===== config.mk =====
export PLATFORM = sky130hd
export DESIGN_NAME = riscv_fetch_stage
export DESIGN_NICKNAME = d
export VERILOG_FILES = /design/src/rtl/riscv_fetch_stage.sv
export SDC_FILE = /design/constraint.sdc
export NUM_CORES = 1
export LEC_CHECK = 0
export ABC_AREA = 1
export BUFFER_PORTS_ARGS = -buffer_cell sky130_fd_sc_hd__buf_2
export CELL_PAD_IN_SITES_DETAIL_PLACEMENT = 2
export CELL_PAD_IN_SITES_GLOBAL_PLACEMENT = 2
export CORE_MARGIN = 4
export CORE_UTILIZATION = 29
export CTS_BUF_LIST = sky130_fd_sc_hd__clkbuf_8 sky130_fd_sc_hd__clkbuf_16
export CTS_CLUSTER_DIAMETER = 60
export CTS_CLUSTER_SIZE = 28
export DETAILED_ROUTE_END_ITERATION = 16
export PLACE_DENSITY = 0.87
export SKIP_CTS_REPAIR_TIMING = 1
export SLEW_MARGIN = 20
export SYNTH_ARGS = -nofsm -noshare
export SYNTH_HDL_FRONTEND = slang
export SYNTH_SLANG_ARGS = --single-unit

===== constraint.sdc =====
create_clock -name clk -period 6.4 [get_ports clk]
set_input_delay 1.6 -clock clk [delete_from_list [all_inputs] [get_ports clk]]
set_output_delay 1.6 -clock clk [all_outputs]
set_load 0.01 [all_outputs]

===== src/rtl/riscv_fetch_stage.sv =====
// Instruction fetch stage: one outstanding imem request, IF/ID register plus a
// one-entry skid buffer, redirect handling with single late-response discard.
module riscv_fetch_stage #(
    parameter int              XLEN     = 32,
    parameter logic [XLEN-1:0] RESET_PC = '0
) (
    input  logic            clk,
    input  logic            rst,
    output logic            imem_req_valid,
    input  logic            imem_req_ready,
    output logic [XLEN-1:0] imem_req_addr,
    input  logic            imem_rsp_valid,
    input  logic [XLEN-1:0] imem_rsp_data,
    input  logic            stall_i,
    input  logic            redirect_valid,
    input  logic [XLEN-1:0] redirect_pc,
    output logic            if_id_valid,
    output logic [XLEN-1:0] if_id_pc,
    output logic [XLEN-1:0] if_id_instr
);

    typedef enum logic {S_REQ, S_WAIT} state_t;

    state_t          state;
    logic [XLEN-1:0] pc_q;
    logic [XLEN-1:0] inflight_pc;
    logic            discard;
    logic            skid_valid;
    logic [XLEN-1:0] skid_pc;
    logic [XLEN-1:0] skid_instr;

    logic handshake;
    logic consume;
    logic rsp_take;
    logic deliver;

    // No new request while the skid holds an entry: that bounds storage to two.
    assign imem_req_valid = ~rst & (state == S_REQ) & ~skid_valid & ~redirect_valid;
    assign imem_req_addr  = pc_q;
    assign handshake      = imem_req_valid & imem_req_ready;
    assign consume        = if_id_valid & ~stall_i;
    assign rsp_take       = (state == S_WAIT) & imem_rsp_valid;
    assign deliver        = rsp_take & ~discard;

    always_ff @(posedge clk or posedge rst) begin
        if (rst) begin
            state       <= S_REQ;
            pc_q        <= RESET_PC;
            inflight_pc <= '0;
            discard     <= 1'b0;
            skid_valid  <= 1'b0;
            skid_pc     <= '0;
            skid_instr  <= '0;
            if_id_valid <= 1'b0;
            if_id_pc    <= '0;
            if_id_instr <= '0;
        end else if (redirect_valid) begin
            pc_q        <= redirect_pc & ~XLEN'(3);
            if_id_valid <= 1'b0;
            skid_valid  <= 1'b0;
            // A coincident response is simply dropped; otherwise mark the pending one stale.
            if (rsp_take) begin
                state   <= S_REQ;
                discard <= 1'b0;
            end else if (state == S_WAIT) begin
                discard <= 1'b1;
            end
        end else begin
            if (handshake) begin
                state       <= S_WAIT;
                inflight_pc <= pc_q;
                pc_q        <= pc_q + XLEN'(4);
            end
            if (rsp_take) begin
                state   <= S_REQ;
                discard <= 1'b0;
            end
            if (consume) begin
                if (skid_valid) begin
                    if_id_pc    <= skid_pc;
                    if_id_instr <= skid_instr;
                    skid_valid  <= deliver;
                    if (deliver) begin
                        skid_pc    <= inflight_pc;
                        skid_instr <= imem_rsp_data;
                    end
                end else if (deliver) begin
                    if_id_pc    <= inflight_pc;
                    if_id_instr <= imem_rsp_data;
                end else begin
                    if_id_valid <= 1'b0;
                end
            end else if (deliver) begin
                if (!if_id_valid) begin
                    if_id_valid <= 1'b1;
                    if_id_pc    <= inflight_pc;
                    if_id_instr <= imem_rsp_data;
                end else begin
                    skid_valid <= 1'b1;
                    skid_pc    <= inflight_pc;
                    skid_instr <= imem_rsp_data;
                end
            end
        end
    end

endmodule


Yosys cells after proc, flatten, opt, wreduce, memory -nomap -nowiden

Index checks and enable logic that the tools add are counted.

Register bits: 196
Latch bits: 0
Memory bits (writable): 0
Memory bits (read-only): 0
Output and inout bits: 98
Memories kept: 0

Add/subtract/negate cells: 1
Multipliers: 0
Div/mod/pow operators: 0
Magnitude comparators: 0
Equal/unequal tests: 5
Shifts and indexed selects: 0
Mux-type cells: 37
Bitwise logic cells: 13
Reduce and logical (&&, ||, !) cells: 16

Operators by type and width:

| operator                                       | count |
|---|---|
| 2-to-1 mux 32 bit                              | 20 |
| adder 32 x 3 -> 32 bit (second input constant) | 1 |
| 2-to-1 mux 1 bit                               | 17 |
| nonzero test 2 bit                             | 7 |
| AND reduction 2 bit                            | 4 |
| AND reduction 4 bit                            | 2 |
| bitwise AND 1 bit                              | 7 |
| != test 3 bit (second input constant)          | 2 |
| inverter 1 bit                                 | 6 |
| nonzero test 3 bit                             | 2 |
| != test 2 x 1 -> 1 bit (second input constant) | 2 |
| AND reduction 3 bit                            | 1 |
| != test 2 bit (second input constant)          | 1 |

Logic depth before layout (Yosys ltp)

Gate-level depths: netlist (run 1).

Word-level depth: 8
Gate-level depth with buffers: 9
Depth with buffers taken out: 8

Worst setup path before layout (run 1)

No wires, ideal clock.

Path kind: input to output
From: input port redirect_valid
To: output port imem_req_valid
Arrival time: 2009 ps
Data required time: 4800 ps
Slack: 2791 ps
Stages: 4
Cell sequence: buf_2 -> nor2_4 -> nand2_1 -> inv_1

Word-level cells in the longest chain between the ends: 2

Ends and longest elaborated chain:

| item                            | line | text |
|---|---|---|
| start, declared                 | 15   | `input logic redirect_valid,` |
| inverter 1 bit (no source line) | --   |  |
| bitwise AND 1 bit               | 38   | `assign imem_req_valid = ~rst & (state == S_REQ) & ~skid_valid & ~redirect_valid;` |
| end, declared                   | 9    | `output logic imem_req_valid,` |

No other way between the ends.

Worst setup path after layout (run 1)

Ends and elaborated chain as after synthesis.

==> metrics, run 1 <==
outcome completed; routed via count 7864; max cap viols 0; worst min path class flop to flop; CP Depth 5; Die Y 183 um; fmax 260 MHz; RR Endpoint if_id_instr[15]; setup tns final 0 ns; RSZ-0062 raised after global routing no; R2R Path Start state; delay-heaviest family, CP buffers and inverters; Leakage Power 5.53 nW; Crit Path Max Fanout 10; Mapped Area 0.00887 sq mm; share of layout cells above drive strength 1 0.169; critical path's slowest cell buf_2; Peak VDD IR 184 uV; IO Count 168; synth warn 0; Seq cells post-synth 188; CTS Buf Count 17; hold_ws 0.481 ns; # H-tree levels 4; Root Buffer clkbuf_16; CORE AREA 0.0299 sq mm; Register-to-Register Path Depth 8; GRT overflow 0; setup slack, reg-to-reg 4.07 ns; CTS sink count 188; Starting Density 0.297; final setup vio count 0; P per Cell Area 385 mW/mm^2; clk slew on worst S/H paths 0.07 ns; endpoint class of the critical path output port; CP required 4.80 ns; Fin Clk Skew 0.0147 ns; Slew HR 0.303; first-iteration detailed-routing DRC count 371; Total Routing Usage GR 0.169; FP Rows 63; dpl hpwl 19700 um; vias in the first global route 8613; antenna violations before repair 0; nets 1326; first-pass GRT wire length 46000 um; Gate Count Post-Synth 1125; Final ANT Viol Nets 0; final worst path period share 0.600; clk_lat worst skew 0.44 ns; biggest cell delay along the critical path 0.21 ns; area added between synthesis and finish 18.4%; arrival time worst endpoint 2.24 ns; Post-Route WL 28000 um; Setup crit end imem_req_valid; Worst Setup Path Type input pin to output port; DR pass1 iterations 6; Slew Viols, Final 0; Critical Path Source redirect_valid; largest net degree at the start of global routing 176; Fillers 3528; Top cell by count, worst path buf_2; Synth Area per Inst 7.88 sq um; Worst setup SP type input pin; Routability Congestion 0.843; Distinct cells, synth 33; multi-input combinational cell area 0.00331 sq mm; Routed WL per cell 16.9 um; Port Buf Inserts 161; chip width 183 um; PnR Total Power 4.04 mW; crit path time final 3.84 ns; Finished Core Util 0.352; clock tree buffer depth 2; Antenna Cells 0; critical path cell sequence buf_2, nor2_4, nand2_1, inv_1, buf_2; Min-Delay Path Depth 2; FF/Latch Area 0.00470 sq mm; DIE AREA 0.0334 sq mm; Final Hold Fails 0; CTS tree yes; Worst Path Buf+Inv 3; worst slew pin tran 1.05 ns; Residual DRC 0; post-synthesis sequential area ratio 0.531; Vias/cell 4.74
cell type report:
| class | count | area share |
|---|---|---|
| multi-input combinational | 748 | 0.315 |
| clock buffer | 17 | 0.0405 |
| clock inverter | 15 | 0.0188 |
| inverter | 132 | 0.0475 |
| tap | 390 | 0.0465 |
| sequential | 188 | 0.448 |
| timing repair buffer | 168 | 0.0833 |
worst min-delay path, stage by stage (launching register included):
cell     delay, ns
dfrtp_1       0.34
nand2_1       0.06
o21ai_2       0.05
routing by layer:
metal  global-route usage  wire length (um)
met5                    0                 0
met4               0.0387               263
met3               0.0284               947
met2                0.286             13600
met1                0.230             13200
where the power goes:
part	switching [mW]	internal, mW
clock network	0.524	0.631
logic	0.686	0.409
registers	0.226	1.57
how the worst min path moves through the flow:
stage                           to            from
global placement       skid_pc[31]     skid_pc[31]
finish                 skid_pc[30]     skid_pc[30]
floorplan              skid_pc[18]     skid_pc[18]
CTS                    skid_pc[30]     skid_pc[30]
global route        skid_instr[31]  skid_instr[31]
detailed placement     skid_pc[30]     skid_pc[30]
Yosys cell counts (all sizes together):
library cell / count / area [sq um]
a21oi: 16 / 80.1
a22oi: 1 / 7.51
a31oi: 1 / 6.26
and2: 1 / 6.26
buf: 33 / 280
clkbuf: 27 / 103
conb: 1 / 3.75
dfrtp: 188 / 4700
ha: 1 / 12.5
inv: 132 / 495
nand2: 355 / 1340
nand3: 54 / 275
nand3b: 4 / 30.0
nand4: 1 / 6.26
nor2: 74 / 295
o2111ai: 1 / 15.0
o211ai: 2 / 15.0
o21a: 1 / 7.51
o21ai: 229 / 1160
or2: 1 / 6.26
xor2: 2 / 17.5
stage by stage:
step	setup WS, ns	area [sq um]	std cells
after floorplan	2.38	8880	1128
after global placement	2.55	9870	1626
after detailed placement	2.55	9870	1626
after CTS	2.55	10500	1658
after global routing	2.51	10500	1658
final	2.56	10500	1658
logic make-up after synthesis:
group,share of synthesized area
flops,0.531
xor+xnor,0.00198
simple gates,0.221
other cells,0.000423
compound gates,0.145
buf+inv,0.0991
fa+ha+maj,0.00141
state kept, by name (all words and copies together), names as in the netlist:
| register | count |
|---|---|
| if_id_instr | 32 |
| skid_instr | 32 |
| if_id_pc | 30 |
| imem_req_addr | 30 |
| inflight_pc | 30 |
| skid_pc | 30 |
| discard | 1 |
| if_id_valid | 1 |
| skid_valid | 1 |
| state | 1 |
placed cells by master, fill, tap and decap left out, types with 2 or more instances in the layout:
cell / synthesis / layout
clkinvlp_4: 0 / 2
a21oi_1: 16 / 16
o211ai_1: 2 / 2
dfrtp_1: 188 / 188
conb_1: 1 / 4
o21ai_1: 107 / 107
buf_2: 11 / 161
inv_8: 0 / 3
nor2_4: 2 / 2
inv_2: 2 / 2
bufinv_16: 0 / 3
nand3_1: 53 / 53
nand3b_1: 4 / 4
o21ai_2: 3 / 3
nand2_4: 1 / 2
inv_1: 130 / 129
o21ai_0: 119 / 119
nand2_1: 353 / 353
nor2_1: 71 / 71
inv_6: 0 / 5
clkinv_4: 0 / 2
clkbuf_16: 0 / 17
buf_4: 4 / 5
xor2_1: 2 / 2
(Power assumes the default switching activity.)
==> run 2: changes to the inputs <==
--- a/config.mk
+++ b/config.mk
@@ -10,12 +10,12 @@
 export CELL_PAD_IN_SITES_DETAIL_PLACEMENT = 2
 export CELL_PAD_IN_SITES_GLOBAL_PLACEMENT = 2
 export CORE_MARGIN = 4
-export CORE_UTILIZATION = 29
+export CORE_UTILIZATION = 32
 export CTS_BUF_LIST = sky130_fd_sc_hd__clkbuf_8 sky130_fd_sc_hd__clkbuf_16
 export CTS_CLUSTER_DIAMETER = 60
 export CTS_CLUSTER_SIZE = 28
 export DETAILED_ROUTE_END_ITERATION = 16
-export PLACE_DENSITY = 0.87
+export PLACE_DENSITY = 0.91
 export SKIP_CTS_REPAIR_TIMING = 1
 export SLEW_MARGIN = 20
 export SYNTH_ARGS = -nofsm -noshare
==> constraint.sdc (replaced) <==
create_clock -name clk -period 3.68 [get_ports clk]
set_input_delay 0.92 -clock clk [delete_from_list [all_inputs] [get_ports clk]]
set_output_delay 0.92 -clock clk [all_outputs]
set_load 0.01 [all_outputs]
==> metrics, run 2 (synthesis gave the netlist of run 1 again) <==
Worst Setup Path Type input pin to output port (unchanged); # H-tree levels 4 (unchanged); FP Rows 60 (was 63); Seq pwr share 0.457 (was 0.443); CTS Buf Count 17 (unchanged); worst min path class flop to flop (unchanged); CORE AREA 0.0271 sq mm (was 0.0299 sq mm); Leakage Power 5.56 nW (was 5.53 nW); combinational share of power 0.285 (was 0.271); Starting Density 0.327 (was 0.297); first-pass GRT wire length 46700 um (was 46000 um); GRT overflow 0 (unchanged); Final ANT Viol Nets 0 (unchanged); final setup vio count 0 (unchanged); most common cell after layout, fill and taps aside nand2_1 (unchanged); Crit Path Max Fanout 2 (was 10); clk_lat worst skew 0.43 ns (was 0.44 ns); final worst path period share 0.646; critical path cell sequence buf_2, nor2_4, nand2_1, inv_1, buf_2 (unchanged); Port Buf Inserts 161 (unchanged); nets 1331 (was 1326); Post-DP Area 0.00994 sq mm (was 0.00987 sq mm); area added between synthesis and finish 18.3% (was 18.4%); chip width 174 um (was 183 um); Root Buffer clkbuf_16 (unchanged); DR pass1 iterations 4 (was 6); P per Cell Area 657 mW/mm^2 (was 385 mW/mm^2); switching power 2.51 mW (was 1.44 mW); Residual DRC 0 (unchanged); clock tree buffer depth 2 (unchanged); setup tns final 0 ns (unchanged); antenna violations before repair 0 (unchanged); largest net degree at the start of global routing 126 (was 176); Top cell by count, worst path buf_2 (unchanged); share of layout cells above drive strength 1 0.169 (about the same); Slew Viols, Final 0 (unchanged); biggest regs if_id_instr x32, skid_instr x32 (unchanged); CTS tree yes (unchanged); vias in the first global route 8525 (was 8613); Sw Ratio 0.364 (was 0.355); Finished Core Util 0.387 (was 0.352); biggest cell delay along the critical path 0.17 ns (was 0.21 ns); crit path time final 2.38 ns; CP required 2.76 ns (was 4.80 ns); RSZ-0062 raised after global routing no (unchanged); DIE AREA 0.0304 sq mm (was 0.0334 sq mm); finished layout cell area 0.0105 sq mm (about the same); worst slew pin tran 0.869 ns (was 1.05 ns); routed via count 7894 (was 7864); Worst setup SP type input pin (unchanged); dpl hpwl 20300 um (was 19700 um); commonest non-fill, non-tap cells in the layout 353 x nand2_1, 188 x dfrtp_1, 161 x buf_2 (unchanged); Routability Congestion 0.867 (was 0.843); FF/Latch Area 0.00470 sq mm (unchanged); Antenna Cells 0 (unchanged); max cap viols 0 (unchanged); Post-Route WL 28700 um (was 28000 um); multi-input combinational cell area 0.00331 sq mm (unchanged); Worst Path Buf+Inv 3 (unchanged); arrival time worst endpoint 1.46 ns (was 2.24 ns); first-iteration detailed-routing DRC count 538 (was 371); P_int 4.38 mW (was 2.61 mW); outcome completed (unchanged); Peak VDD IR 332 uV (was 184 uV); endpoint class of the critical path output port (unchanged); Routed WL per cell 17.4 um (was 16.9 um); delay-heaviest family, CP buffers and inverters (unchanged); Slew HR 0.421 (was 0.303); Fillers 3174 (was 3528); Final Hold Fails 0 (unchanged); Vias/cell 4.80 (was 4.74); critical path's slowest cell nor2_4 (was buf_2); clock group share of total power 0.258 (was 0.286); clk slew on worst S/H paths 0.06 ns (was 0.07 ns); Die Y 174 um (was 183 um); IO Count 168 (unchanged); CTS sink count 188 (unchanged); Total Routing Usage GR 0.190 (was 0.169); fmax 421 MHz; Fin Clk Skew 0.0155 ns (was 0.0147 ns)
## run 2: stage by stage
| step | std cells | setup WS, ns | power (mW) | hold WS, ns |
|---|---|---|---|---|
| 2_1_floorplan | 1128 | 0.340 | 4.24 | 0.448 |
| 3_3_place_gp | 1613 | 1.02 | 4.94 | 0.459 |
| 3_5_place_dp | 1613 | 0.926 | 5.15 | 0.476 |
| 4_1_cts | 1645 | 1.30 | 7.02 | 0.493 |
| 5_1_grt | 1645 | 1.17 | 7.39 | 0.510 |
| 6_report | 1645 | 1.30 | 6.89 | 0.485 |
## run 2: cell type report
cell class | count | share of cell area
clock buffers | 17 | 0.0406
clock inverters | 15 | 0.0118
inverters | 132 | 0.0476
multi-input cells | 748 | 0.316
flip-flops and latches | 188 | 0.449
well taps | 372 | 0.0444
repair buffers | 173 | 0.0914
## run 2: power by group through the flow
stage	clock [mW]	combinational (mW)	sequential, mW
floorplan	0	0.991	3.25
global placement	0	1.83	3.12
detailed placement	0	1.97	3.18
CTS	1.84	2.02	3.16
global route	1.92	2.23	3.24
finish	1.78	1.97	3.15
## run 2: path summary, 6_finish.rpt
| check | startpoint | endpoint | slack [ns] | cells past startpoint |
|---|---|---|---|---|
| setup / recovery | redirect_valid | imem_req_valid | 1.30 | 5 |
| hold / removal | if_id_pc[14] | if_id_pc[14] | 0.48 | 2 |
| setup reg to reg | if_id_valid | if_id_pc[13] | 1.40 | 7 |
| hold reg to reg | if_id_pc[14] | if_id_pc[14] | 0.48 | 2 |
| max in group asynchronous | rst | skid_instr[6] | 2.24 | 3 |
| min in group asynchronous | rst | imem_req_addr[9] | 0.63 | 2 |
## run 2: layer usage
metal / GRT usage / vias up / part of all wire
li1: - / 3816 / -
met1: 0.258 / 3915 / 0.47
met2: 0.321 / 146 / 0.49
met3: 0.0311 / 17 / 0.032
met4: 0.0396 / 0 / 0.0093
met5: 0 / - / 0
## run 2: tightest hold or removal path, stage by stage (launching register included)
cell and delay, ns:
dfrtp_1 0.34, nand2_1 0.05, o21ai_0 0.06
